File: src/rtl/jts16_cen_sched.sv
// Fractional n/m clock-enable scheduler: CH independent accumulators with
// shadowed ratio registers that commit at each channel's own cen boundary.
module jts16_cen_sched #(
  parameter int CH = 4,
  parameter int WC = 16,
  parameter int CW = 2
) (
  input  logic          clk,
  input  logic          rst,
  input  logic          cfg_we,
  input  logic [CW-1:0] cfg_ch,
  input  logic [WC-1:0] cfg_n,
  input  logic [WC-1:0] cfg_m,
  output logic          cfg_ack,
  output logic          cfg_err,
  output logic [CH-1:0] cfg_busy,
  input  logic          pause,
  output logic [CH-1:0] cen,
  output logic [CH-1:0] cen_half
);

  logic          ch_ok;
  logic          bad_ratio;
  logic          wr_ok;
  logic          wr_bad;
  logic [CH-1:0] commit_vec;
  logic          ack_q;
  logic          err_q;

  assign ch_ok     = {{(32-CW){1'b0}}, cfg_ch} < 32'(CH);
  assign bad_ratio = (cfg_n > cfg_m) || (cfg_n == '0 && cfg_m != '0);
  assign wr_ok     = cfg_we && ch_ok && !bad_ratio;
  assign wr_bad    = cfg_we && ch_ok && bad_ratio;

  always_ff @(posedge clk) begin
    if (rst) begin
      ack_q <= 1'b0;
      err_q <= 1'b0;
    end else begin
      ack_q <= |commit_vec;
      err_q <= wr_bad;
    end
  end

  assign cfg_ack = ack_q;
  assign cfg_err = err_q;

  for (genvar gi = 0; gi < CH; gi++) begin : g_ch
    logic [WC-1:0] n_q, n_d, m_q, m_d;
    logic [WC-1:0] sn_q, sn_d, sm_q, sm_d;
    logic [WC:0]   acc_q, acc_d, sum;
    logic          h_q, h_d, p_q, p_d;
    logic          cen_q, cen_d, half_q, half_d;
    logic          enabled, fire, commit, wr_here;

    // acc is one bit wider than n so acc + n never wraps
    assign sum     = acc_q + {1'b0, n_q};
    assign enabled = (m_q != '0);
    assign fire    = enabled && !pause && (sum >= {1'b0, m_q});
    assign commit  = p_q && (!enabled || pause || fire);
    assign wr_here = wr_ok && (cfg_ch == CW'(gi));

    always_comb begin
      n_d    = n_q;
      m_d    = m_q;
      sn_d   = sn_q;
      sm_d   = sm_q;
      acc_d  = acc_q;
      h_d    = h_q;
      p_d    = p_q;
      cen_d  = 1'b0;
      half_d = 1'b0;
      if (enabled && !pause) begin
        if (fire) begin
          acc_d  = sum - {1'b0, m_q};
          cen_d  = 1'b1;
          half_d = h_q;
          h_d    = ~h_q;
        end else begin
          acc_d = sum;
        end
      end
      // The cen above still uses the old ratio; the new one starts from acc = 0
      if (commit) begin
        n_d   = sn_q;
        m_d   = sm_q;
        acc_d = '0;
        h_d   = 1'b0;
        p_d   = 1'b0;
      end
      // A write landing on the commit edge stays pending for the next boundary
      if (wr_here) begin
        sn_d = cfg_n;
        sm_d = cfg_m;
        p_d  = 1'b1;
      end
    end

    always_ff @(posedge clk) begin
      if (rst) begin
        n_q    <= '0;
        m_q    <= '0;
        sn_q   <= '0;
        sm_q   <= '0;
        acc_q  <= '0;
        h_q    <= 1'b0;
        p_q    <= 1'b0;
        cen_q  <= 1'b0;
        half_q <= 1'b0;
      end else begin
        n_q    <= n_d;
        m_q    <= m_d;
        sn_q   <= sn_d;
        sm_q   <= sm_d;
        acc_q  <= acc_d;
        h_q    <= h_d;
        p_q    <= p_d;
        cen_q  <= cen_d;
        half_q <= half_d;
      end
    end

    assign commit_vec[gi] = commit;
    assign cfg_busy[gi]   = p_q;
    assign cen[gi]        = cen_q;
    assign cen_half[gi]   = half_q;
  end

endmodule

File: config.mk
export PLATFORM = sky130hd
export DESIGN_NAME = jts16_cen_sched
export DESIGN_NICKNAME = d
export VERILOG_FILES = /design/src/rtl/jts16_cen_sched.sv
export SDC_FILE = /design/constraint.sdc
export NUM_CORES = 1
export LEC_CHECK = 0
export ABC_AREA = 1
export CAP_MARGIN = 30
export CORE_UTILIZATION = 60
export CTS_CLUSTER_SIZE = 8
export DETAILED_ROUTE_END_ITERATION = 10
export PLACE_DENSITY = 0.78
export SLEW_MARGIN = 30
export SYNTH_ARGS = -nofsm -noshare
export SYNTH_HDL_FRONTEND = slang
export SYNTH_SLANG_ARGS = --single-unit
File: constraint.sdc
create_clock -name clk -period 4.4 [get_ports clk]
set_input_delay 0.44 -clock clk [delete_from_list [all_inputs] [get_ports clk]]
set_output_delay 0.44 -clock clk [all_outputs]
set_load 0.05 [all_outputs]
==> results of run 1 <==
==> power breakdown <==
group	switching, mW	total [mW]	internal, mW
combinational	6.01	9.13	3.11
clock	1.32	3.36	2.04
sequential	0.240	3.72	3.48
==> worst paths after layout <==
| path | start | end | slack [ns] | cells past startpoint |
|---|---|---|---|---|
| setup / recovery | g_ch[1].n_q[0] | g_ch[1].acc_q[2] | 0.37 | 22 |
| hold / removal | g_ch[3].h_q | g_ch[3].half_q | 0.47 | 2 |
| hold reg to reg | g_ch[3].h_q | g_ch[3].half_q | 0.47 | 2 |
| setup reg to reg | g_ch[1].n_q[0] | g_ch[1].acc_q[2] | 0.37 | 22 |
==> critical path: cells and delay by family (launching register included) <==
| family | cells | cell delay [ns] |
|---|---|---|
| compound gates | 2 | 0.40 |
| simple gates | 13 | 1.59 |
| xor+xnor | 1 | 0.28 |
| flops | 1 | 0.31 |
| buf+inv | 3 | 0.37 |
| fa+ha+maj | 3 | 1.01 |
==> logic make-up after synthesis <==
group / after synthesis / share of synthesized area, %
simple gates: 1859 / 35.45
buf+inv: 563 / 11.01
compound gates: 343 / 8.763
flops: 342 / 32.21
fa+ha+maj: 152 / 9.228
xor+xnor: 81 / 3.337
==> final cells by class <==
type,count,area [um2],share of cell area [%]
Multi-Input combinational cell,2436,12100,51.79
Sequential cell,342,6847,29.31
Inverter,448,1694,7.251
Clock buffer,57,1308,5.597
Timing Repair Buffer,91,823.3,3.524
Tap cell,455,569.3,2.437
Clock inverter,1,16.27,0.06962
Antenna cell,2,5.005,0.02142
==> layer usage <==
layer | vias to the layer above | global-route usage (%) | wire length (um)
li1 | 10420 | - | -
met3 | 132 | 4.325 | 3556
met4 | 0 | 10.71 | 1909
met5 | - | 0 | 0
met1 | 9066 | 39.44 | 24240
met2 | 594 | 54.00 | 26440
==> timing repair <==
item / in CTS / in global routing
setup endpoints to repair: 0 / 91
resized for setup: 0 / 10
setup buffers: 0 / 2
==> stage by stage <==
stage / power (mW) / hold slack, ns / util, % / cells / setup WS [ns]
after global placement: 12.50 / 0.4411 / 63.33 / 3769 / 0.3746
after detailed placement: 12.67 / 0.4606 / 63.33 / 3769 / 0.2043
after CTS: 16.06 / 0.4674 / 67.14 / 3827 / 0.1951
after global routing: 17.56 / 0.4810 / 67.29 / 3830 / 0.01161
after floorplan: 10.77 / 0.4363 / - / 3340 / 1.116
final: 16.21 / 0.4690 / 67.30 / 3832 / 0.3739
==> synth_stat cells, types with 6 or more instances <==
cell type / n
nand4_1: 29
ha_1: 144
a21oi_1: 136
buf_2: 23
nor2_1: 750
nand3b_1: 16
nand2_2: 12
xnor2_1: 12
or2_2: 6
nand2_1: 844
buf_4: 52
and2_1: 6
nand3_1: 154
inv_2: 9
clkbuf_1: 26
dfxtp_1: 342
xor2_1: 69
fa_1: 8
o21ai_1: 7
inv_1: 437
nor3_1: 16
buf_1: 11
o21bai_1: 17
a21o_1: 9
o21ai_0: 150
nand3_2: 6
nor4_1: 7
==> registers in the layout (all words and copies together) (netlist names) <==
| name | cells |
|---|---|
| g_ch.half_q | 4 |
| g_ch.cen_q | 4 |
| g_ch.h_q | 4 |
| cfg_ack | 1 |
| g_ch.sm_q | 64 |
| cfg_err | 1 |
| g_ch.p_q | 4 |
| g_ch.sn_q | 64 |
| g_ch.m_q | 64 |
| g_ch.n_q | 64 |
| g_ch.acc_q | 68 |
==> cell usage in the layout, fill, tap and decap left out, types with 7 or more instances in the layout <==
cell,n
a21o_1,9
a21oi_1,136
buf_4,39
clkbuf_16,50
clkdlybuf4s50_1,51
dfxtp_1,342
fa_1,8
ha_1,144
inv_1,435
inv_2,8
nand2_1,844
nand2_2,12
nand3_1,154
nand3b_1,16
nand4_1,29
nor2_1,750
nor3_1,16
nor4_1,7
o21ai_0,149
o21ai_1,8
o21bai_1,17
xnor2_1,12
xor2_1,69
==> qor.yml, run 1 <==
status: "complete, no violations"
max_stage_delay_ns: 0.42
synthTopCellsByArea: "dfxtp_1, nand2_1, nor2_1, ha_1, inv_1"
tightest_slew_ns: 0.7740
io_pins: 52
routabilityCongestion: 0.9233
cts_sinks: 342
htree_num_levels: 2
synth_top_area_share_pct: 32.21
drive_above_1_share_pct: 4.474
fill_cells: 3072
synth_area_um2: 21260
finalWirelength_um: 56160
routedWlPerCell_um: 14.65
fin_tns_setup_ns: 0
grt_use_total_pct: 31.14
worstPathCellList: "ha_1 > fa_1 > nand3_1 > nand3_2 > nand2_1 > nand2_2 > nand2_1 > nand3_1 > xnor2_1 > inv_1 > ha_1 > a21oi_1 > nand2_1 > a21oi_1 > nand2_1 > nand2_2 > nand4_4 > nand2_8 > nand2_2 > inv_2 > nand2_1 > inv_1"
setup_viol: 0
cp_common_cell: "nand2_1"
drtIter0Drc: 1608
grt-ovfl-total: 0
cp-start-kind: "flop"
syn2layout_area_growth_pct: 9.893
drt_pass1_iterations: 6
place_area_um2: 21980
dieWidth_um: 190.2
remaining_drc_errors: 0
final_hold_viol_count: 0
fin_skew_ns: 0.02623
avgSynthCellArea_um2: 6.365
core_um2: 34710
tritoncts: "built"
synth.yosys.warnings: 0
insertion_delay_ns: 0.56
critPathCaptureType: "flop"
initial_core_util_pct: 61.24
syn-num-nets: 3530
grt_pass1_vias: 18860
slew-limit-headroom_pct: 48.40
port_buffers: 51
cpMaxStageDelayCell: "fa_1"
p_per_area_nw_per_um2: 694.1
clockRootBuffer: "clkbuf_16"
final_nets: 3558
path_class: "reg -> reg"
synth_flop_cell: "dfxtp_1"
grt_max_degree: 108
clock_path_buffers: 3
grt_antenna_before_repair: 1
fmax_ghz: 0.2484
maxCapViolations: 0
netlist_instances: 3340
dp.final_hpwl_um: 41460
design_area_um2: 23360
rsz0062_at_grt: "no"
crit_fanout: 35
p_leak_nw: 12.40
vias_per_cell: 5.274
yosysSeqAreaShare_pct: 32.21
yosysTopAreaCell: "dfxtp_1"
die_h_um: 190.2
cp.required_ns: 4.90
synth.distinct_cells: 46
timing.final.crit_share_pct: 91.50
synth_edf_count: 0
ant_nets: 0
hold_buffers: 0
hold_path_class: "reg -> reg"
peakVddDrop_uv: 1163
cts_inserted_buffers: 49
cts.reportedPaths.clkPinSlew_ns: 0.05
grt_first_pass_wirelength_um: 91630
rows: 68
maxSlewViolCount: 0
critPathArrivalTime_ns: 4.53
period_needed_ns: 4.026
ys_ff_latch: 342
async_reset_ff_share_pct: 0
die-area_um2: 36190
via_count: 20210
(Power assumes the default switching activity.)
==> inputs of run 2 (changes only) <==
Settings changed: CORE_MARGIN set to 2, CORE_UTILIZATION 60 to 57, HOLD_SLACK_MARGIN set to 0.12, PLACE_DENSITY 0.78 to 0.77.
Clock period 4.4 ns to 3.23 ns, I/O delays scaled along.
==> run 2 against run 1 <==
Compared with the run above: the flow now finishes with violations (design-rule violations, negative setup slack); global-route usage is 5.2 points higher; die area rose by 7.4%; largest power group unchanged; worst hold slack lost 0.023 ns; sequential cell count is the same; clock-buffer cell count fell by 2; highest routed layer unchanged.
==> qor.yml, run 2 (same netlist as run 1, synthesis figures left out) <==
status: "complete, but fails checks"  # was complete, no violations
violations: "design-rule violations, negative setup slack"
dp.final_hpwl_um: 47600  # was 41460 um
period_needed_ns: 3.661  # was 4.026 ns
cp_num_cells: 19  # was 22
place_area_um2: 24490  # was 21980 um2
rows: 70  # was 68
tightest_slew_ns: 0.6066  # was 0.7740 ns
fmax_ghz: 0.2731  # was 0.2484 GHz
cp_top_family: "simple AND/OR/NAND/NOR gates"  # unchanged
dieWidth_um: 197.1  # was 190.2 um
grt-ovfl-total: 0  # unchanged
maxSlewViolCount: 0  # unchanged
layout_common_cells: "nand2_1, nor2_1, inv_1"  # unchanged
hold_depth: 3  # was 2
p_per_area_nw_per_um2: 1063  # was 694.1 nW/um2
crit_fanout: 7  # was 35
cp_num_buf_inv: 3  # unchanged
finalWirelength_um: 77200  # was 56160 um
peakVddDrop_uv: 1383  # was 1163 uV
cts_inserted_buffers: 49  # unchanged
sw_frac_of_total_pct: 43.90  # was 46.69%
worstHoldStart: "cfg_we"  # was g_ch[3].h_q
via_count: 23590  # was 20.21k
r2r_start: "g_ch[1].n_q[0]"  # unchanged
drive_above_1_share_pct: 26.58  # was 4.474%
cts.reportedPaths.clkPinSlew_ns: 0.05  # about the same
routabilityCongestion: 0.9250  # was 0.9233
grt_pass1_vias: 22630  # was 18.86k
final_common_cell: "nand2_1"  # unchanged
seqPwrFrac_pct: 16.4  # was 23.0%
cp.required_ns: 3.69  # was 4.90 ns
intPower_mw: 17.75  # was 8.643 mW
rrSetupSlack_ns: -0.43  # was 0.37 ns
die_h_um: 197.1  # was 190.2 um
cp-start-kind: "flop"  # unchanged
tritoncts: "built"  # unchanged
combPwrFrac_pct: 68.7  # was 56.3%
grt_use_total_pct: 36.33  # was 31.14%
min_to: "cfg_err"  # was g_ch[3].half_q
power_frac_clock_pct: 14.9  # was 20.7%
setup_slack_ns: -0.4311  # was 0.3739 ns
insertion_delay_ns: 0.58  # was 0.56 ns
critPathArrivalTime_ns: 4.12  # was 4.53 ns
antennaDiodeCount: 0  # was 2
p_switching_mw: 13.89  # was 7.571 mW
die-area_um2: 38860  # was 36190 um2
core_um2: 36700  # was 34710 um2
grt_antenna_before_repair: 0  # was 1
routedWlPerCell_um: 18.12  # was 14.65 um
worstPathCellList: "ha_4 > fa_2 > nand3_2 > nand3_4 > a31o_4 > xor2_4 > inv_2 > ha_4 > nand2_2 > nor2_4 > nand4_1 > nor2_2 > nor2_1 > buf_4 > nand4_4 > nand2_8 > buf_6 > o21ai_0 > nor2_1"  # was ha_1 > fa_1 > nand3_1 > nand3_2 > nand2_1 > nand2_2 > nand2_1 > nand3_1 > xnor2_1 > inv_1 > ha_1 > a21oi_1 > nand2_1 > a21oi_1 > nand2_1 > nand2_2 > nand4_4 > nand2_8 > nand2_2 > inv_2 > nand2_1 > inv_1
fin_tns_setup_ns: -41.76  # was 0 ns
cpMaxStageDelayCell: "fa_2"  # was fa_1
drtIter0Drc: 2422  # was 1608
vias_per_cell: 5.535  # was 5.274
remaining_drc_errors: 1  # was 0
clock_path_buffers: 3  # unchanged
final_hold_viol_count: 0  # unchanged
reg2reg_to: "g_ch[1].n_q[8]"  # was g_ch[1].acc_q[2]
design_area_um2: 29750  # was 23360 um2
max_stage_delay_ns: 0.41  # was 0.42 ns
io_pins: 52  # unchanged
port_buffers: 51  # unchanged
grt_max_degree: 80  # was 108
path_class: "reg -> reg"  # unchanged
initial_core_util_pct: 57.93  # was 61.24%
fin_skew_ns: 0.02371  # was 0.02623 ns
hold_path_class: "in -> reg"  # was reg -> reg
timing.final.crit_share_pct: 113.3  # was 91.50%
htree_num_levels: 2  # unchanged
rsz0062_at_grt: "yes"  # was no
syn2layout_area_growth_pct: 39.95  # was 9.893%
p_leak_nw: 15.13  # was 12.40 nW
ant_nets: 0  # unchanged
largest_reg_flops: 68  # unchanged
clockRootBuffer: "clkbuf_16"  # unchanged
cts_sinks: 342  # unchanged
maxCapViolations: 0  # unchanged
top_register: "g_ch.acc_q"  # unchanged
drt_pass1_iterations: 9  # was 6
fin_util_pct: 81.07  # was 67.30%
slew-limit-headroom_pct: 59.44  # was 48.40%
hold_buffers: 0  # unchanged
setup_viol: 206  # was 0
critPathCaptureType: "flop"  # unchanged
final_nets: 3977  # was 3558
grt_first_pass_wirelength_um: 113200  # was 91630 um
reg2reg_depth: 19  # was 22
==> run 2: cell count changes in the layout (fill, tap and decap cells not counted), moves of 51 or more <==
cell | before | now
buf_4 | 39 | 382
nor2_1 | 750 | 646
nand2_1 | 844 | 757
o21ai_0 | 149 | 64
nor2_2 | 3 | 65
nand2_2 | 12 | 69
ha_1 | 144 | 93
==> run 2: final cells by class <==
| class | count | area (um2) |
|---|---|---|
| Fill cell | 2316 | 6945 |
| Sequential cell | 342 | 6884 |
| Inverter | 448 | 1740 |
| Timing Repair inverter | 3 | 60.06 |
| Multi-Input combinational cell | 2437 | 14590 |
| Tap cell | 468 | 585.6 |
| Timing Repair Buffer | 506 | 4567 |
| Clock buffer | 55 | 1280 |
| Clock inverter | 2 | 46.29 |
==> run 2: routing by layer <==
layer | global-route usage (%) | part of all wire (%) | routed length [um]
met2 | 61.72 | 47 | 36380
met4 | 15.59 | 5.6 | 4357
met5 | 0 | 0 | 0
met3 | 6.812 | 8.9 | 6907
met1 | 45.11 | 38 | 29560
==> run 2: stage by stage <==
step                setup slack (ns)  hold slack (ns)  std cells  total power [mW]
finish                       -0.4311           0.4463       4261             31.64
global placement             -0.4855           0.4424       4100             20.43
detailed placement           -0.5884           0.4552       4100             20.71
floorplan                    0.02176           0.3998       3340             14.70
global route                 -0.5070           0.4727       4261             33.62
CTS                          -0.1406           0.4373       4228             28.57
==> run 2: worst reg2reg max path, cell delays in order, from the launching register on <==
cell	delay [ns]
dfxtp_4	0.36
ha_4	0.17
fa_2	0.41
nand3_2	0.11
nand3_4	0.11
a31o_4	0.27
xor2_4	0.17
inv_2	0.07
ha_4	0.29
nand2_2	0.08
nor2_4	0.13
nand4_1	0.21
nor2_2	0.20
nor2_1	0.07
buf_4	0.15
nand4_4	0.13
nand2_8	0.14
buf_6	0.18
o21ai_0	0.22
nor2_1	0.09
==> run 2: worst max-delay path by stage <==
stage,startpoint,endpoint,slack (ns)
after floorplan,g_ch[2].n_q[0],g_ch[2].n_q[1],0.02
after global placement,g_ch[1].n_q[0],g_ch[1].m_q[4],-0.49
after detailed placement,g_ch[1].n_q[0],g_ch[1].m_q[4],-0.59
after CTS,g_ch[1].n_q[0],g_ch[1].m_q[15],-0.14
after global routing,g_ch[1].n_q[0],g_ch[1].n_q[2],-0.51
final,g_ch[1].n_q[0],g_ch[1].n_q[8],-0.43
==> run 2: timing repair <==
item | 4_1_cts | 5_1_grt
setup endpoints to repair | 213 | 213
gates cloned | 13 | 10
hold endpoints to repair | 0 | 0
gates resized for setup | 423 | 328
setup buffers | 61 | 28
pin swaps | 116 | 135
==> run 2: power by group through the flow <==
| stage | logic (mW) | registers, mW | clock network, mW |
|---|---|---|---|
| 4_1_cts | 18.8 | 5.12 | 4.68 |
| 5_1_grt | 23.5 | 5.22 | 4.86 |
| 3_5_place_dp | 15.6 | 5.15 | 0 |
| 6_report | 21.7 | 5.19 | 4.71 |
| 3_3_place_gp | 15.3 | 5.14 | 0 |
| 2_1_floorplan | 9.67 | 5.03 | 0 |
